==> config.mk <==
export PLATFORM = sky130hd
export DESIGN_NAME = axi_burst_master_flat
export DESIGN_NICKNAME = d
export VERILOG_FILES = /design/src/rtl/axi_m_pkg.sv /design/src/rtl/axi_burst_master_if.sv /design/src/rtl/axi_burst_master.sv /design/src/flat_wrapper.sv
export SDC_FILE = /design/constraint.sdc
export NUM_CORES = 1
export LEC_CHECK = 0
export BUFFER_PORTS_ARGS = -buffer_cell sky130_fd_sc_hd__buf_2
export CAP_MARGIN = 20
export CORE_AREA = 5 5 111 113
export DETAILED_ROUTE_END_ITERATION = 16
export DIE_AREA = 0 0 116 118
export PLACE_DENSITY_LB_ADDON = 0.05
export REMOVE_ABC_BUFFERS = 1
export SYNTH_ARGS = -nofsm -noshare
export SYNTH_HDL_FRONTEND = slang
export SYNTH_SLANG_ARGS = --single-unit
==> constraint.sdc <==
create_clock -name ACLK -period 4.35 [get_ports ACLK]
set_clock_uncertainty 0.15 [all_clocks]
set_input_delay 0.435 -clock ACLK [delete_from_list [all_inputs] [get_ports ACLK]]
set_output_delay 0.435 -clock ACLK [all_outputs]
set_load 0.03 [all_outputs]
==> src/rtl/axi_m_pkg.sv <==
// axi_m_pkg: FSM states, AXI response codes and helpers shared by axi_burst_master.
// Also supplies the AXI_define.svh width macros when that header is not already in scope.
`ifndef AXI_ADDR_BITS
`define AXI_ADDR_BITS 32
`endif
`ifndef AXI_DATA_BITS
`define AXI_DATA_BITS 32
`endif
`ifndef AXI_STRB_BITS
`define AXI_STRB_BITS 4
`endif
`ifndef AXI_ID_BITS
`define AXI_ID_BITS 4
`endif
`ifndef AXI_LEN_BITS
`define AXI_LEN_BITS 4
`endif
`ifndef AXI_SIZE_BITS
`define AXI_SIZE_BITS 3
`endif
`ifndef AXI_SIZE_WORD
`define AXI_SIZE_WORD 3'b010
`endif
`ifndef AXI_BURST_INC
`define AXI_BURST_INC 2'b01
`endif

package axi_m_pkg;

   typedef enum logic [2:0] {IDLE, AW, W, B, AR, R} state_t;

   localparam logic [1:0] RESP_OKAY   = 2'b00;
   localparam logic [1:0] RESP_EXOKAY = 2'b01;
   localparam logic [1:0] RESP_SLVERR = 2'b10;
   localparam logic [1:0] RESP_DECERR = 2'b11;

   // Response codes are ordered by severity, so the worst one is simply the larger code.
   function automatic logic [1:0] resp_max(input logic [1:0] a, input logic [1:0] b);
      return (a > b) ? a : b;
   endfunction

endpackage

==> src/rtl/axi_burst_master_if.sv <==
// axi_burst_master_if: the five AXI4 channels between a burst master and the interconnect.
interface axi_burst_master_if;

   logic [`AXI_ID_BITS-1:0]   AWID_M;
   logic [`AXI_ADDR_BITS-1:0] AWADDR_M;
   logic [`AXI_LEN_BITS-1:0]  AWLEN_M;
   logic [`AXI_SIZE_BITS-1:0] AWSIZE_M;
   logic [1:0]                AWBURST_M;
   logic                      AWVALID_M;
   logic                      AWREADY_M;

   logic [`AXI_DATA_BITS-1:0] WDATA_M;
   logic [`AXI_STRB_BITS-1:0] WSTRB_M;
   logic                      WLAST_M;
   logic                      WVALID_M;
   logic                      WREADY_M;

   logic [`AXI_ID_BITS-1:0]   BID_M;
   logic [1:0]                BRESP_M;
   logic                      BVALID_M;
   logic                      BREADY_M;

   logic [`AXI_ID_BITS-1:0]   ARID_M;
   logic [`AXI_ADDR_BITS-1:0] ARADDR_M;
   logic [`AXI_LEN_BITS-1:0]  ARLEN_M;
   logic [`AXI_SIZE_BITS-1:0] ARSIZE_M;
   logic [1:0]                ARBURST_M;
   logic                      ARVALID_M;
   logic                      ARREADY_M;

   logic [`AXI_ID_BITS-1:0]   RID_M;
   logic [`AXI_DATA_BITS-1:0] RDATA_M;
   logic [1:0]                RRESP_M;
   logic                      RLAST_M;
   logic                      RVALID_M;
   logic                      RREADY_M;

   modport master (
      output AWID_M, AWADDR_M, AWLEN_M, AWSIZE_M, AWBURST_M, AWVALID_M, input AWREADY_M,
      output WDATA_M, WSTRB_M, WLAST_M, WVALID_M, input WREADY_M,
      input  BID_M, BRESP_M, BVALID_M, output BREADY_M,
      output ARID_M, ARADDR_M, ARLEN_M, ARSIZE_M, ARBURST_M, ARVALID_M, input ARREADY_M,
      input  RID_M, RDATA_M, RRESP_M, RLAST_M, RVALID_M, output RREADY_M
   );

   modport slave (
      input  AWID_M, AWADDR_M, AWLEN_M, AWSIZE_M, AWBURST_M, AWVALID_M, output AWREADY_M,
      input  WDATA_M, WSTRB_M, WLAST_M, WVALID_M, output WREADY_M,
      output BID_M, BRESP_M, BVALID_M, input BREADY_M,
      input  ARID_M, ARADDR_M, ARLEN_M, ARSIZE_M, ARBURST_M, ARVALID_M, output ARREADY_M,
      output RID_M, RDATA_M, RRESP_M, RLAST_M, RVALID_M, input RREADY_M
   );

endinterface

==> src/rtl/axi_burst_master.sv <==
// axi_burst_master: single-outstanding AXI4 INCR word-burst master (1-4 beats) fed by a command/stream port.
// Build macro AXI_M_WSTRB_EN adds a wr_strb input that is forwarded to WSTRB_M.
module axi_burst_master
   import axi_m_pkg::*;
#(
   parameter logic [`AXI_ID_BITS-1:0]  MID     = 4'd0,
   parameter logic [`AXI_LEN_BITS-1:0] MAX_LEN = 4'd3
) (
   input  logic                      ACLK,
   input  logic                      ARESET,
   input  logic                      req_valid,
   output logic                      req_ready,
   input  logic                      req_write,
   input  logic [`AXI_ADDR_BITS-1:0] req_addr,
   input  logic [`AXI_LEN_BITS-1:0]  req_len,
   input  logic [`AXI_DATA_BITS-1:0] wr_data,
`ifdef AXI_M_WSTRB_EN
   input  logic [`AXI_STRB_BITS-1:0] wr_strb,
`endif
   input  logic                      wr_valid,
   output logic                      wr_ready,
   output logic [`AXI_DATA_BITS-1:0] rd_data,
   output logic                      rd_valid,
   input  logic                      rd_ready,
   output logic                      rd_last,
   output logic                      done,
   output logic [1:0]                done_resp,
   axi_burst_master_if.master        axi
);

   typedef logic [`AXI_ADDR_BITS-1:0] addr_t;
   typedef logic [`AXI_LEN_BITS-1:0]  len_t;

   state_t     state_q, state_d;
   addr_t      addr_q, addr_d;
   len_t       len_q, len_d;
   logic [1:0] cnt_q, cnt_d;
   logic [1:0] resp_q, resp_d;
   logic       done_q, done_d;
   logic [1:0] done_resp_q, done_resp_d;
   logic       beatIsLast;
   logic       wHandshake;
   logic       rHandshake;
   logic       unusedRid;

   assign beatIsLast = (len_t'(cnt_q) == len_q);
   assign wHandshake = (state_q == W) && wr_valid && axi.WREADY_M;
   assign rHandshake = (state_q == R) && axi.RVALID_M && rd_ready;
   assign unusedRid  = ^axi.RID_M;

   // Holding off req_ready during the done pulse makes the next accept land the cycle after done.
   assign req_ready = (state_q == IDLE) && !done_q;
   assign done      = done_q;
   assign done_resp = done_resp_q;

   assign axi.AWID_M    = MID;
   assign axi.AWADDR_M  = addr_q;
   assign axi.AWLEN_M   = len_q;
   assign axi.AWSIZE_M  = `AXI_SIZE_WORD;
   assign axi.AWBURST_M = `AXI_BURST_INC;
   assign axi.AWVALID_M = (state_q == AW);

   assign axi.WDATA_M  = (state_q == W) ? wr_data : '0;
`ifdef AXI_M_WSTRB_EN
   assign axi.WSTRB_M  = wr_strb;
`else
   assign axi.WSTRB_M  = 4'hF;
`endif
   assign axi.WLAST_M  = (state_q == W) && beatIsLast;
   assign axi.WVALID_M = (state_q == W) && wr_valid;
   assign wr_ready     = (state_q == W) && axi.WREADY_M;

   assign axi.BREADY_M = (state_q == B);

   assign axi.ARID_M    = MID;
   assign axi.ARADDR_M  = addr_q;
   assign axi.ARLEN_M   = len_q;
   assign axi.ARSIZE_M  = `AXI_SIZE_WORD;
   assign axi.ARBURST_M = `AXI_BURST_INC;
   assign axi.ARVALID_M = (state_q == AR);

   assign axi.RREADY_M = (state_q == R) && rd_ready;
   assign rd_valid     = (state_q == R) && axi.RVALID_M;
   assign rd_data      = (state_q == R) ? axi.RDATA_M : '0;
   assign rd_last      = (state_q == R) && axi.RLAST_M;

   // Burst sequencing: one command in flight, address phase, data beats, then completion.
   always_comb begin
      state_d     = state_q;
      addr_d      = addr_q;
      len_d       = len_q;
      cnt_d       = cnt_q;
      resp_d      = resp_q;
      done_d      = 1'b0;
      done_resp_d = done_resp_q;
      case (state_q)
         IDLE: begin
            if (req_valid && req_ready) begin
               addr_d  = req_addr & ~addr_t'(3);
               len_d   = (req_len > MAX_LEN) ? MAX_LEN : req_len;
               cnt_d   = 2'd0;
               resp_d  = RESP_OKAY;
               state_d = req_write ? AW : AR;
            end
         end
         AW: if (axi.AWREADY_M) state_d = W;
         W: begin
            if (wHandshake) begin
               cnt_d = cnt_q + 2'd1;
               if (beatIsLast) state_d = B;
            end
         end
         B: begin
            if (axi.BVALID_M) begin
               done_d      = 1'b1;
               done_resp_d = (axi.BID_M != MID) ? RESP_SLVERR : axi.BRESP_M;
               state_d     = IDLE;
            end
         end
         AR: if (axi.ARREADY_M) state_d = R;
         R: begin
            if (rHandshake) begin
               cnt_d  = cnt_q + 2'd1;
               resp_d = resp_max(resp_q, axi.RRESP_M);
               // A last flag that disagrees with the requested length marks the burst as a slave error.
               if (axi.RLAST_M != beatIsLast) resp_d = RESP_SLVERR;
               if (axi.RLAST_M) begin
                  done_d      = 1'b1;
                  done_resp_d = resp_d;
                  state_d     = IDLE;
               end
            end
         end
         default: state_d = IDLE;
      endcase
   end

   always_ff @(posedge ACLK) begin
      if (ARESET) begin
         state_q     <= IDLE;
         addr_q      <= '0;
         len_q       <= '0;
         cnt_q       <= 2'd0;
         resp_q      <= RESP_OKAY;
         done_q      <= 1'b0;
         done_resp_q <= RESP_OKAY;
      end else begin
         state_q     <= state_d;
         addr_q      <= addr_d;
         len_q       <= len_d;
         cnt_q       <= cnt_d;
         resp_q      <= resp_d;
         done_q      <= done_d;
         done_resp_q <= done_resp_d;
      end
   end

endmodule

==> src/flat_wrapper.sv <==
// flat-port wrapper written by rule: the top's interface ports become plain ports
module axi_burst_master_flat import axi_m_pkg::*;
#(
   parameter logic [`AXI_ID_BITS-1:0]  MID     = 4'd0,
   parameter logic [`AXI_LEN_BITS-1:0] MAX_LEN = 4'd3
)
  (ACLK, ARESET, req_valid, req_ready, req_write, req_addr, req_len, wr_data, wr_valid, wr_ready, rd_data, rd_valid, rd_ready, rd_last, done, done_resp, axi_AWID_M, axi_AWADDR_M, axi_AWLEN_M, axi_AWSIZE_M, axi_AWBURST_M, axi_AWVALID_M, axi_AWREADY_M, axi_WDATA_M, axi_WSTRB_M, axi_WLAST_M, axi_WVALID_M, axi_WREADY_M, axi_BID_M, axi_BRESP_M, axi_BVALID_M, axi_BREADY_M, axi_ARID_M, axi_ARADDR_M, axi_ARLEN_M, axi_ARSIZE_M, axi_ARBURST_M, axi_ARVALID_M, axi_ARREADY_M, axi_RID_M, axi_RDATA_M, axi_RRESP_M, axi_RLAST_M, axi_RVALID_M, axi_RREADY_M);
  axi_burst_master_if axi_i ();
  input  logic ACLK;
  input  logic ARESET;
  input  logic req_valid;
  output logic req_ready;
  input  logic req_write;
  input  logic [`AXI_ADDR_BITS-1:0] req_addr;
  input  logic [`AXI_LEN_BITS-1:0] req_len;
  input  logic [`AXI_DATA_BITS-1:0] wr_data;
  input  logic wr_valid;
  output logic wr_ready;
  output logic [`AXI_DATA_BITS-1:0] rd_data;
  output logic rd_valid;
  input  logic rd_ready;
  output logic rd_last;
  output logic done;
  output logic [1:0] done_resp;
  output wire logic [$bits(axi_i.AWID_M)-1:0] axi_AWID_M;
  output wire logic [$bits(axi_i.AWADDR_M)-1:0] axi_AWADDR_M;
  output wire logic [$bits(axi_i.AWLEN_M)-1:0] axi_AWLEN_M;
  output wire logic [$bits(axi_i.AWSIZE_M)-1:0] axi_AWSIZE_M;
  output wire logic [$bits(axi_i.AWBURST_M)-1:0] axi_AWBURST_M;
  output wire logic [$bits(axi_i.AWVALID_M)-1:0] axi_AWVALID_M;
  input wire logic [$bits(axi_i.AWREADY_M)-1:0] axi_AWREADY_M;
  output wire logic [$bits(axi_i.WDATA_M)-1:0] axi_WDATA_M;
  output wire logic [$bits(axi_i.WSTRB_M)-1:0] axi_WSTRB_M;
  output wire logic [$bits(axi_i.WLAST_M)-1:0] axi_WLAST_M;
  output wire logic [$bits(axi_i.WVALID_M)-1:0] axi_WVALID_M;
  input wire logic [$bits(axi_i.WREADY_M)-1:0] axi_WREADY_M;
  input wire logic [$bits(axi_i.BID_M)-1:0] axi_BID_M;
  input wire logic [$bits(axi_i.BRESP_M)-1:0] axi_BRESP_M;
  input wire logic [$bits(axi_i.BVALID_M)-1:0] axi_BVALID_M;
  output wire logic [$bits(axi_i.BREADY_M)-1:0] axi_BREADY_M;
  output wire logic [$bits(axi_i.ARID_M)-1:0] axi_ARID_M;
  output wire logic [$bits(axi_i.ARADDR_M)-1:0] axi_ARADDR_M;
  output wire logic [$bits(axi_i.ARLEN_M)-1:0] axi_ARLEN_M;
  output wire logic [$bits(axi_i.ARSIZE_M)-1:0] axi_ARSIZE_M;
  output wire logic [$bits(axi_i.ARBURST_M)-1:0] axi_ARBURST_M;
  output wire logic [$bits(axi_i.ARVALID_M)-1:0] axi_ARVALID_M;
  input wire logic [$bits(axi_i.ARREADY_M)-1:0] axi_ARREADY_M;
  input wire logic [$bits(axi_i.RID_M)-1:0] axi_RID_M;
  input wire logic [$bits(axi_i.RDATA_M)-1:0] axi_RDATA_M;
  input wire logic [$bits(axi_i.RRESP_M)-1:0] axi_RRESP_M;
  input wire logic [$bits(axi_i.RLAST_M)-1:0] axi_RLAST_M;
  input wire logic [$bits(axi_i.RVALID_M)-1:0] axi_RVALID_M;
  output wire logic [$bits(axi_i.RREADY_M)-1:0] axi_RREADY_M;
  assign axi_AWID_M = axi_i.AWID_M;
  assign axi_AWADDR_M = axi_i.AWADDR_M;
  assign axi_AWLEN_M = axi_i.AWLEN_M;
  assign axi_AWSIZE_M = axi_i.AWSIZE_M;
  assign axi_AWBURST_M = axi_i.AWBURST_M;
  assign axi_AWVALID_M = axi_i.AWVALID_M;
  assign axi_i.AWREADY_M = axi_AWREADY_M;
  assign axi_WDATA_M = axi_i.WDATA_M;
  assign axi_WSTRB_M = axi_i.WSTRB_M;
  assign axi_WLAST_M = axi_i.WLAST_M;
  assign axi_WVALID_M = axi_i.WVALID_M;
  assign axi_i.WREADY_M = axi_WREADY_M;
  assign axi_i.BID_M = axi_BID_M;
  assign axi_i.BRESP_M = axi_BRESP_M;
  assign axi_i.BVALID_M = axi_BVALID_M;
  assign axi_BREADY_M = axi_i.BREADY_M;
  assign axi_ARID_M = axi_i.ARID_M;
  assign axi_ARADDR_M = axi_i.ARADDR_M;
  assign axi_ARLEN_M = axi_i.ARLEN_M;
  assign axi_ARSIZE_M = axi_i.ARSIZE_M;
  assign axi_ARBURST_M = axi_i.ARBURST_M;
  assign axi_ARVALID_M = axi_i.ARVALID_M;
  assign axi_i.ARREADY_M = axi_ARREADY_M;
  assign axi_i.RID_M = axi_RID_M;
  assign axi_i.RDATA_M = axi_RDATA_M;
  assign axi_i.RRESP_M = axi_RRESP_M;
  assign axi_i.RLAST_M = axi_RLAST_M;
  assign axi_i.RVALID_M = axi_RVALID_M;
  assign axi_RREADY_M = axi_i.RREADY_M;
  axi_burst_master #(.MID(MID), .MAX_LEN(MAX_LEN)) u_core (.ACLK(ACLK), .ARESET(ARESET), .req_valid(req_valid), .req_ready(req_ready), .req_write(req_write), .req_addr(req_addr), .req_len(req_len), .wr_data(wr_data), .wr_valid(wr_valid), .wr_ready(wr_ready), .rd_data(rd_data), .rd_valid(rd_valid), .rd_ready(rd_ready), .rd_last(rd_last), .done(done), .done_resp(done_resp), .axi(axi_i));
endmodule
==> flow_summary.rst, run 1 <==
.. list-table::
   :header-rows: 1

   * - Metric
     - Value
   * - X dimension of the die
     - 116 µm
   * - Total half-perimeter wirelength after legalization and detailed placement
     - roughly 8.2 mm
   * - Minimum hold slack
     - 0.231 ns
   * - Detailed-route wire length per cell
     - 13.9 µm
   * - Area of the multi-input gates
     - 1490 µm²
   * - Portion of synthesized cell area occupied by the leading cell type
     - a little under a third
   * - Slowest Stage Delay on Critical Path
     - 0.65 ns
   * - Kind of critical path
     - reg2out
   * - Peak VDD IR
     - 0.195 mV
   * - Met3 track utilization from global routing
     - 3.24%
   * - Number of buffers added for setup after CTS
     - 0
   * - Max Fanout on Critical Path
     - 24
   * - Critical Path RT
     - 3.76 ns
   * - Top cells by count, synth
     - sky130_fd_sc_hd__nand2_1, sky130_fd_sc_hd__buf_4, sky130_fd_sc_hd__dfxtp_1, sky130_fd_sc_hd__and2_1, sky130_fd_sc_hd__a21oi_1
   * - First-pass GRT wire length
     - ~16 mm
   * - Maximum number of pins on one net before global-route repair
     - roughly 50
   * - Post-synthesis area per instance
     - 7.41 µm²
   * - Synth Instances
     - 391
   * - Placeable core region
     - around 11000 µm²
   * - Remaining antenna violation count
     - 0
   * - Type of the most critical hold path
     - in2reg
   * - Post-synthesis sequential element count
     - 44
   * - Net count of the finished layout
     - 729
   * - Effective utilization at floorplan
     - between 20% and 30%
   * - Final hold violations
     - 0
   * - Met2 Use GR
     - 25.8%
   * - Antenna fix cells
     - 0
   * - Critical path data arrival time
     - around 2.1 ns
   * - Synthesized-area fraction occupied by adder cells
     - 1.30%
   * - Synth warn
     - 0
   * - Share of synthesized area spent on multiplexers
     - 0%
   * - Startpoint Class
     - flop
   * - Clock latency reported for the late side of the worst-skew pair
     - 0.28 ns
   * - Num Clock Sinks
     - 44
   * - Worst-path clk slew
     - around 0.070 ns
   * - Total wirelength of the detailed-routed design
     - between 10 and 15 mm
   * - Clock tree root driver cell
     - sky130_fd_sc_hd__clkbuf_16
   * - Number of placement rows
     - 39
   * - DP Area
     - 3950 µm²
   * - Chip height
     - 118 µm
   * - Total negative slack
     - 0 ns
   * - Number of vias in the routed layout
     - 3160
   * - Total Die Area
     - between 10000 and 15000 µm²
   * - Top_reg_cell synth
     - sky130_fd_sc_hd__dfxtp_1
   * - LEAKAGE
     - between 2 and 2.5 nW
   * - Vias per cell
     - 4.24
   * - First drt pass iteration count
     - 4
   * - Slowest CP cell
     - sky130_fd_sc_hd__dfxtp_1
   * - PortBufs
     - roughly 260
   * - Most common cell in the synthesized netlist
     - sky130_fd_sc_hd__nand2_1
   * - Final Critical Period
     - 2.73 ns
   * - Cell area after technology mapping
     - 2900 µm²
   * - Fraction of final layout cells sized beyond drive strength 1
     - 47.1%
   * - Global routing met1 resource utilization
     - 16.4%
   * - Post-synth ARST share
     - 0%
   * - Weighted congestion reported at the end of routability-driven placement
     - 0.781
   * - Tightest Pin Transition
     - 0.883 ns
   * - Reg area
     - 881 µm²
   * - GRT Total Usage
     - 14.0%
   * - Combinational family with the most area after synthesis
     - simple AND/OR/NAND/NOR gates
   * - Synthesis-to-finish area growth
     - 41.6%
   * - Number of top-level pins
     - 295
   * - Fillers
     - 1214
   * - Worst Setup End Kind
     - output port
   * - Count of endpoints failing setup in the final report
     - 0
   * - Dominant cell type by area after synthesis
     - sky130_fd_sc_hd__dfxtp_1
   * - Fmax
     - 367 MHz
   * - Global routing's busiest layer
     - met2
   * - Summed area of non-filler cells in the final layout
     - between 4000 and 5000 µm²
   * - Number of different library cells in the post-synthesis netlist
     - 42
   * - CTS resizes
     - 0
   * - Post-CTS Hold Buffers
     - 0
   * - Number of global-route vias before repair
     - 3075
   * - Synthesized-area fraction occupied by ao, oa, aoi and oai cells
     - 10.6%
   * - Maximum Capacitance Violations
     - 0
   * - Relative slew slack
     - 40.7%
   * - Number of enable-type register cells in the synthesized netlist
     - 0
   * - Status
     - finished clean
   * - Longest Clk Path Bufs
     - 2
   * - Slew Limit Fails
     - 0
   * - Remaining Overflow, GRT
     - 0
   * - Ranking of synthesized cells by area
     - sky130_fd_sc_hd__dfxtp_1, sky130_fd_sc_hd__buf_4, sky130_fd_sc_hd__nand2_1
   * - Power Dens Cells
     - 539 nW/µm²
   * - Sequential-to-total area share from yosys stat
     - 30.4%
   * - Share of the clock period used by the worst path
     - 62.7%
   * - Synthesized-area fraction occupied by xor and xnor cells
     - 1.86%
   * - CTS buffer count
     - 5
   * - DR iter-0 viols
     - 79
   * - H-tree levels
     - 2
   * - Simple-gate area share of the yosys netlist
     - 34.2%
   * - Number of antenna violations at the first check in global routing
     - 0
   * - Utilization after layout
     - 36.5%
   * - Clock tree from TritonCTS
     - done
   * - Post-route DRC
     - 0
   * - RSZ-0062 raised after global routing
     - false
   * - Cells along the critical path
     - nor3b_2 > buf_6 > and2_1 > buf_2
==> routing by layer <==
layer	wire (µm)	vias up
met5	0	-
met4	53	0
met3	997	4
met2	5150	146
met1	4150	1394
li1	-	1616
==> where the power goes <==
group	switching (mW)	internal, mW
Clock	0.162	0.229
Sequential	0.0856	0.482
Combinational	0.881	0.371
==> stage by stage <==
step / cells / worst slack, ns / power (mW)
final: 746 / 1.62 / 2.21
after global routing: 746 / 1.43 / 2.38
after CTS: 746 / 1.59 / 2.25
after detailed placement: 738 / 1.90 / 1.85
after global placement: 737 / 1.51 / 1.84
after floorplan: 328 / 1.47 / 1.42
==> layout make-up <==
type                    count  share of cell area, %
clock buffers               6                   3.39
clock inverters             2                  0.366
well taps                 143                   4.36
multi-input cells         272                   36.3
repair buffers            267                   33.0
inverters                  12                   1.10
flip-flops and latches     44                   21.5
==> kinds of logic (layout without fill, tap and decap cells) <==
kind of cell,count (synthesis),in the layout
adder cells (fa/ha/maj),3,3
flip-flops,44,44
AND/OR/NAND/NOR,187,187
AO/OA/AOI/OAI,52,52
XOR/XNOR,4,4
buffers and inverters,99,287
other,2,26
==> final timing paths <==
path              cells past startpoint  slack [ns]                    start                 endpoint
hold reg to reg                       2        0.32  u_core.axi.ARADDR_M[12]  u_core.axi.ARADDR_M[12]
hold / removal                        3        0.23             req_addr[15]  u_core.axi.ARADDR_M[15]
setup / recovery                      4        1.62        u_core.state_q[1]          axi_WDATA_M[21]
setup reg to reg                      4        2.06        u_core.state_q[0]         u_core.resp_q[0]
==> flip-flops by register name, indices dropped and copies added, names as in the netlist <==
signal / count
u_core.resp_q: 2
u_core.done_resp: 2
u_core.axi.ARLEN_M: 4
u_core.state_q: 3
u_core.axi.ARADDR_M: 30
u_core.done: 1
u_core.cnt_q: 2
==> placed cells by master (no fill, tap or decap), types with 2 or more instances in the layout <==
| master | instances |
|---|---|
| sky130_fd_sc_hd__clkinvlp_4 | 2 |
| sky130_fd_sc_hd__nand3_1 | 4 |
| sky130_fd_sc_hd__nand2b_1 | 2 |
| sky130_fd_sc_hd__conb_1 | 26 |
| sky130_fd_sc_hd__and2_1 | 37 |
| sky130_fd_sc_hd__dfxtp_1 | 44 |
| sky130_fd_sc_hd__a22oi_1 | 3 |
| sky130_fd_sc_hd__ha_1 | 3 |
| sky130_fd_sc_hd__nor2_1 | 14 |
| sky130_fd_sc_hd__buf_4 | 4 |
| sky130_fd_sc_hd__nor4_1 | 4 |
| sky130_fd_sc_hd__clkbuf_16 | 5 |
| sky130_fd_sc_hd__inv_1 | 12 |
| sky130_fd_sc_hd__xor2_1 | 3 |
| sky130_fd_sc_hd__buf_2 | 262 |
| sky130_fd_sc_hd__nor2b_1 | 2 |
| sky130_fd_sc_hd__o21ai_0 | 2 |
| sky130_fd_sc_hd__a21oi_1 | 36 |
| sky130_fd_sc_hd__nand2_1 | 66 |
| sky130_fd_sc_hd__o221ai_1 | 3 |
| sky130_fd_sc_hd__or4_1 | 2 |
| sky130_fd_sc_hd__and3_1 | 35 |
| sky130_fd_sc_hd__nor3_1 | 10 |
==> worst max-delay path, delay by kind of cell, from the launching register on <==
family,cells,cell delay [ns]
buf+inv,2,0.45
simple gates,2,0.76
flops,1,0.65
Power figures use the tool's default switching activity.
==> run 2: changes to the inputs <==
clock period = 2.5 ns   (was 4.35 ns; I/O delays follow)
==> flow_summary.rst, run 2 (synthesis gave the netlist of run 1 again) <==
.. list-table::
   :header-rows: 1

   * - Metric
     - Value
   * - Status
     - finished clean (unchanged)
   * - GRT Total Usage
     - 13.7% (was 14.0%)
   * - Fraction of final layout cells sized beyond drive strength 1
     - 47.3% (was 47.1%)
   * - Detailed-route wire length per cell
     - 13.6 µm (was 13.9 µm)
   * - Utilization after layout
     - 36.8% (was 36.5%)
   * - Total half-perimeter wirelength after legalization and detailed placement
     - 8.36 mm (was 8.16 mm)
   * - Number of buffers added for setup after CTS
     - 0 (unchanged)
   * - Global routing met1 resource utilization
     - 15.8% (was 16.4%)
   * - Slew Limit Fails
     - 0 (unchanged)
   * - Overall power after layout
     - 3.85 mW (was 2.21 mW)
   * - Placeable core region
     - 11200 µm² (unchanged)
   * - PortBufs
     - 262 (unchanged)
   * - Remaining antenna violation count
     - 0 (unchanged)
   * - Placed instance count
     - 744 (was 738)
   * - Cells along the critical path
     - xor2_1 > or4_1 > nor3_1 > buf_2 (was nor3b_2 > buf_6 > and2_1 > buf_2)
   * - Relative slew slack
     - 64.9% (was 40.7%)
   * - Fillers
     - 1235 (was 1214)
   * - Effective utilization at floorplan
     - 25.8% (unchanged)
   * - Number of global-route vias before repair
     - 2995 (was 3075)
   * - Type of the most critical hold path
     - in2reg (unchanged)
   * - Critical path data arrival time
     - 1.87 ns (was 2.14 ns)
   * - Power Dens Cells
     - 932 nW/µm² (was 539 nW/µm²)
   * - RSZ-0062 raised after global routing
     - false (unchanged)
   * - Fmax
     - 440 MHz
   * - Maximum number of pins on one net before global-route repair
     - 36 (was 51)
   * - H-tree levels
     - 2 (unchanged)
   * - Peak VDD IR
     - 0.359 mV (was 0.195 mV)
   * - Worst setup slack after placement
     - 0.323 ns (was 1.90 ns)
   * - X dimension of the die
     - 116 µm (unchanged)
   * - Total Die Area
     - 13700 µm² (unchanged)
   * - Part of the power in registers
     - 24.7% (was 25.7%)
   * - Slowest CP cell
     - sky130_fd_sc_hd__or4_1 (was sky130_fd_sc_hd__dfxtp_1)
   * - Final Critical Period
     - 2.27 ns
   * - Longest Clk Path Bufs
     - 2 (unchanged)
   * - Number of antenna violations at the first check in global routing
     - 0 (unchanged)
   * - Critical Path RT
     - 2.10 ns (was 3.76 ns)
   * - Combinational fraction of design power
     - 58.6% (was 56.6%)
   * - Post-CTS Hold Buffers
     - 0 (unchanged)
   * - Maximum Capacitance Violations
     - 0 (unchanged)
   * - DP Area
     - 3990 µm² (was 3950 µm²)
   * - Worst R2R Path Depth
     - 5 (was 4)
   * - Number of placement rows
     - 39 (unchanged)
   * - Weighted congestion reported at the end of routability-driven placement
     - 0.741 (was 0.781)
   * - Pint
     - 1.89 mW (was 1.08 mW)
   * - Max Fanout on Critical Path
     - 5 (was 24)
   * - Share of the clock period used by the worst path
     - 90.9%
   * - Final hold violations
     - 0 (unchanged)
   * - Met3 track utilization from global routing
     - 2.78% (was 3.24%)
   * - Kind of critical path
     - reg2out (unchanged)
   * - CTS buffer count
     - 5 (unchanged)
   * - Net count of the finished layout
     - 735 (was 729)
   * - Worst Setup Slack, final
     - 0.226 ns (was 1.62 ns)
   * - Count of endpoints failing setup in the final report
     - 0 (unchanged)
   * - Largest register FFs
     - 30 (unchanged)
   * - Top library cells by usage in the layout, fill and taps aside
     - sky130_fd_sc_hd__buf_2, sky130_fd_sc_hd__nand2_1, sky130_fd_sc_hd__dfxtp_1 (unchanged)
   * - Worst hold path stage count
     - 3 (unchanged)
   * - Number of top-level pins
     - 295 (unchanged)
   * - Worst Setup End Kind
     - output port (unchanged)
   * - Antenna fix cells
     - 0 (unchanged)
   * - LEAKAGE
     - 2.45 nW (was 2.42 nW)
   * - First-pass GRT wire length
     - 15.3 mm (was 15.7 mm)
   * - Number of vias in the routed layout
     - 3173 (was 3160)
   * - Clock tree from TritonCTS
     - done (unchanged)
   * - Vias per cell
     - 4.22 (was 4.24)
   * - Clock latency reported for the late side of the worst-skew pair
     - 0.28 ns (about the same)
   * - Slowest Stage Delay on Critical Path
     - 0.65 ns (about the same)
   * - Num Clock Sinks
     - 44 (unchanged)
   * - Tightest Pin Transition
     - 0.526 ns (was 0.883 ns)
   * - Summed area of non-filler cells in the final layout
     - 4130 µm² (was 4100 µm²)
   * - Met2 Use GR
     - 25.3% (was 25.8%)
   * - Power share of the clock group
     - 16.7% (was 17.7%)
   * - Synthesis-to-finish area growth
     - 42.5% (was 41.6%)
   * - Startpoint Class
     - flop (unchanged)
   * - Total wirelength of the detailed-routed design
     - 10.3 mm (about the same)
   * - Post-route DRC
     - 0 (unchanged)
   * - Remaining Overflow, GRT
     - 0 (unchanged)
   * - Chip height
     - 118 µm (unchanged)
   * - DR iter-0 viols
     - 103 (was 79)
   * - Fraction of power spent switching nets
     - 50.8% (was 51.0%)
   * - Clock tree root driver cell
     - sky130_fd_sc_hd__clkbuf_16 (unchanged)
   * - Worst-path clk slew
     - 0.06 ns (was 0.07 ns)
   * - P_sw
     - 1.95 mW (was 1.13 mW)
   * - CTS resizes
     - 0 (unchanged)
   * - Leading cell type in the layout, fill and taps excluded
     - sky130_fd_sc_hd__buf_2 (unchanged)
   * - Global routing's busiest layer
     - met2 (unchanged)
   * - First drt pass iteration count
     - 4 (unchanged)
   * - Filler-free cell count of the finished design
     - 752 (was 746)
-- run 2: power by group through the flow --
stage / Sequential, mW / Combinational, mW / Clock [mW]
after CTS: 0.955 / 2.30 / 0.672
after global routing: 0.980 / 2.45 / 0.704
after global placement: 0.961 / 2.29 / 0
after floorplan: 1.45 / 1.02 / 0
after detailed placement: 0.968 / 2.30 / 0
final: 0.950 / 2.26 / 0.642
-- run 2: final cells by class --
| cell class | count | area (µm²) | area share, % |
|---|---|---|---|
| Clock inverter | 1 | 8.76 | 0.212 |
| Tap cell | 143 | 179 | 4.33 |
| Clock buffer | 7 | 133 | 3.21 |
| Timing Repair Buffer | 273 | 1390 | 33.8 |
| Multi-Input combinational cell | 272 | 1490 | 36.1 |
| Sequential cell | 44 | 881 | 21.3 |
| Inverter | 12 | 45.0 | 1.09 |
-- run 2: through the flow --
stage / TNS, ns / hold WS, ns
2_1_floorplan: -0.842 / 0.169
3_3_place_gp: 0 / 0.303
3_5_place_dp: 0 / 0.309
4_1_cts: 0 / 0.0379
5_1_grt: 0 / 0.0367
6_report: 0 / 0.0471
-- run 2: metal layers --
| layer | vias up | part of all wire [%] |
|---|---|---|
| li1 | 1629 | - |
| met1 | 1379 | 39 |
| met2 | 156 | 50 |
| met3 | 9 | 9.7 |
| met4 | 0 | 1.0 |
| met5 | - | 0 |
-- run 2: path summary, 6_finish.rpt --
check	from	endpoint	slack (ns)
worst max-delay path	u_core.axi.ARLEN_M[0]	axi_WLAST_M	0.23
worst min-delay path	req_addr[7]	u_core.axi.ARADDR_M[7]	0.05
worst max register to register	u_core.axi.ARLEN_M[0]	u_core.resp_q[0]	0.34
worst min register to register	u_core.axi.ARADDR_M[25]	u_core.axi.ARADDR_M[25]	0.32
-- run 2: critical path: cells and delay by family (launching register included) --
kind / cells / cell delay, ns
AND/OR/NAND/NOR: 2 / 0.86
buffers and inverters: 1 / 0.24
XOR/XNOR: 1 / 0.14
flip-flops: 1 / 0.34
==> run 3: changes to the inputs <==
CTS_BUF_LIST = sky130_fd_sc_hd__clkbuf_4 sky130_fd_sc_hd__clkbuf_8   (was unset)
SKIP_LAST_GASP = 1   (was unset)
==> flow_summary.rst, run 3 (synthesis gave the netlist of run 1 again) <==
.. list-table::
   :header-rows: 1

   * - Metric
     - Value
   * - RSZ-0062 raised after global routing
     - false (unchanged)
   * - CTS resizes
     - 0 (unchanged)
   * - Area of the multi-input gates
     - 1490 µm² (unchanged)
   * - Startpoint Class
     - flop (unchanged)
   * - Minimum hold slack
     - 0.0277 ns (was 0.0471 ns)
   * - Number of placement rows
     - 39 (unchanged)
   * - Leading cell type in the layout, fill and taps excluded
     - sky130_fd_sc_hd__buf_2 (unchanged)
   * - Longest Clk Path Bufs
     - 2 (unchanged)
   * - Type of the most critical hold path
     - in2reg (unchanged)
   * - GRT Total Usage
     - 13.7% (about the same)
   * - Clock tree from TritonCTS
     - done (unchanged)
   * - Antenna fix cells
     - 0 (unchanged)
   * - Maximum Capacitance Violations
     - 0 (unchanged)
   * - Number of buffers added for setup after CTS
     - 0 (unchanged)
   * - Total wirelength of the detailed-routed design
     - 10.3 mm (about the same)
   * - Peak VDD IR
     - 0.391 mV (was 0.359 mV)
   * - Critical Path RT
     - 2.10 ns (about the same)
   * - Number of vias in the routed layout
     - 3176 (was 3173)
   * - Overall power after layout
     - 3.68 mW (was 3.85 mW)
   * - Chip height
     - 118 µm (unchanged)
   * - Net count of the finished layout
     - 735 (unchanged)
   * - Synthesis-to-finish area growth
     - 40.9% (was 42.5%)
   * - Weighted congestion reported at the end of routability-driven placement
     - 0.741 (unchanged)
   * - X dimension of the die
     - 116 µm (unchanged)
   * - Final hold violations
     - 0 (unchanged)
   * - Crit path launch
     - u_core.axi.ARLEN_M[0] (unchanged)
   * - Total Die Area
     - 13700 µm² (unchanged)
   * - Power Dens Cells
     - 902 nW/µm² (was 932 nW/µm²)
   * - Remaining antenna violation count
     - 0 (unchanged)
   * - Critical path data arrival time
     - 1.90 ns (was 1.87 ns)
   * - Remaining Overflow, GRT
     - 0 (unchanged)
   * - First-pass GRT wire length
     - 15.3 mm (about the same)
   * - Post-CTS Hold Buffers
     - 0 (unchanged)
   * - Maximum number of pins on one net before global-route repair
     - 36 (unchanged)
   * - Num Clock Sinks
     - 44 (unchanged)
   * - Kind of critical path
     - reg2out (unchanged)
   * - Clock tree root driver cell
     - sky130_fd_sc_hd__clkbuf_8 (was sky130_fd_sc_hd__clkbuf_16)
   * - Status
     - finished clean (unchanged)
   * - Slew Limit Fails
     - 0 (unchanged)
   * - Final Critical Period
     - 2.30 ns (was 2.27 ns)
   * - FF-to-FF End
     - u_core.resp_q[0] (unchanged)
   * - Relative slew slack
     - 63.8% (was 64.9%)
   * - Reg-to-reg startpoint
     - u_core.axi.ARLEN_M[0] (unchanged)
   * - Vias per cell
     - 4.22 (about the same)
   * - Clock latency reported for the late side of the worst-skew pair
     - 0.30 ns (was 0.28 ns)
   * - Top library cells by usage in the layout, fill and taps aside
     - sky130_fd_sc_hd__buf_2, sky130_fd_sc_hd__nand2_1, sky130_fd_sc_hd__dfxtp_1 (unchanged)
   * - Number of antenna violations at the first check in global routing
     - 0 (unchanged)
   * - Fraction of final layout cells sized beyond drive strength 1
     - 47.6% (was 47.3%)
   * - DR iter-0 viols
     - 115 (was 103)
   * - Count of endpoints failing setup in the final report
     - 0 (unchanged)
   * - LEAKAGE
     - 2.43 nW (was 2.45 nW)
   * - Max Fanout on Critical Path
     - 5 (unchanged)
   * - Number of global-route vias before repair
     - 2996 (was 2995)
   * - H-tree levels
     - 2 (unchanged)
   * - CTS buffer count
     - 5 (unchanged)
   * - Effective utilization at floorplan
     - 25.8% (unchanged)
   * - Fillers
     - 1243 (was 1235)
   * - First drt pass iteration count
     - 4 (unchanged)
   * - Worst Setup End Kind
     - output port (unchanged)
   * - Share of the clock period used by the worst path
     - 91.9% (was 90.9%)
   * - Number of top-level pins
     - 295 (unchanged)
   * - PortBufs
     - 262 (unchanged)
   * - Post-route DRC
     - 0 (unchanged)
   * - Reg area
     - 881 µm² (unchanged)
   * - CP Capture Point
     - axi_WLAST_M (unchanged)
   * - Tightest Pin Transition
     - 0.542 ns (was 0.526 ns)
   * - Worst R2R Path Depth
     - 5 (unchanged)
   * - Fmax
     - 435 MHz (was 440 MHz)
   * - Worst-path clk slew
     - 0.09 ns (was 0.06 ns)
   * - Setup slack of the worst register-to-register path
     - 0.33 ns (was 0.34 ns)
   * - Largest register FFs
     - 30 (unchanged)
   * - Detailed-route wire length per cell
     - 13.7 µm (was 13.6 µm)
   * - Total half-perimeter wirelength after legalization and detailed placement
     - 8.36 mm (unchanged)
   * - Placeable core region
     - 11200 µm² (unchanged)
==> run 3: cell counts in the layout (fill, tap and decap cells not counted) <==
Identical to the previous run, type by type.
==> run 3: critical path, cell delays in order (launching register included) <==
cell and delay, ns:
sky130_fd_sc_hd__dfxtp_1 0.35, sky130_fd_sc_hd__xor2_1 0.14, sky130_fd_sc_hd__or4_1 0.66, sky130_fd_sc_hd__nor3_1 0.21
sky130_fd_sc_hd__buf_2 0.24
==> run 3: layout make-up <==
| class | count | area share (%) |
|---|---|---|
| multi-input cells | 272 | 36.5 |
| clock buffers | 7 | 2.05 |
| clock inverters | 1 | 0.215 |
| well taps | 143 | 4.39 |
| repair buffers | 273 | 34.2 |
| flip-flops and latches | 44 | 21.6 |
| inverters | 12 | 1.10 |
==> run 3: worst min-delay path by stage <==
stage	startpoint	endpoint	slack (ns)	cells after the start
finish	req_addr[7]	u_core.axi.ARADDR_M[7]	0.03	3
detailed placement	u_core.axi.ARADDR_M[21]	u_core.axi.ARADDR_M[21]	0.31	2
global placement	u_core.axi.ARADDR_M[12]	u_core.axi.ARADDR_M[12]	0.30	2
CTS	req_addr[7]	u_core.axi.ARADDR_M[7]	0.01	3
global route	req_addr[7]	u_core.axi.ARADDR_M[7]	0.005	3
floorplan	ARESET	u_core.axi.ARADDR_M[10]	0.17	1
==> run 3: stage by stage <==
| stage | util [%] | cells | setup slack [ns] | cell area (µm²) | TNS (ns) |
|---|---|---|---|---|---|
| after floorplan | - | 328 | -0.204 | 2410 | -0.842 |
| after CTS | 36.4 | 752 | 0.162 | 4080 | 0 |
| after global placement | 35.5 | 744 | 0.350 | 3990 | 0 |
| after detailed placement | 35.5 | 744 | 0.323 | 3990 | 0 |
| after global routing | 36.4 | 752 | 0.114 | 4080 | 0 |
| final | 36.4 | 752 | 0.202 | 4080 | 0 |
==> run 3: metal layers <==
layer | vias to the layer above | track usage, % | part of all wire [%]
li1 | 1627 | - | -
met1 | 1387 | 15.8 | 40
met2 | 154 | 25.4 | 50
met3 | 8 | 3.08 | 9.7
met4 | 0 | 2.90 | 0.80
met5 | - | 0 | 0
==> run 3: power by group <==
group / internal (mW) / switching (mW)
registers: 0.838 / 0.112
clock network: 0.222 / 0.249
logic: 0.682 / 1.58
total: 1.74 / 1.94
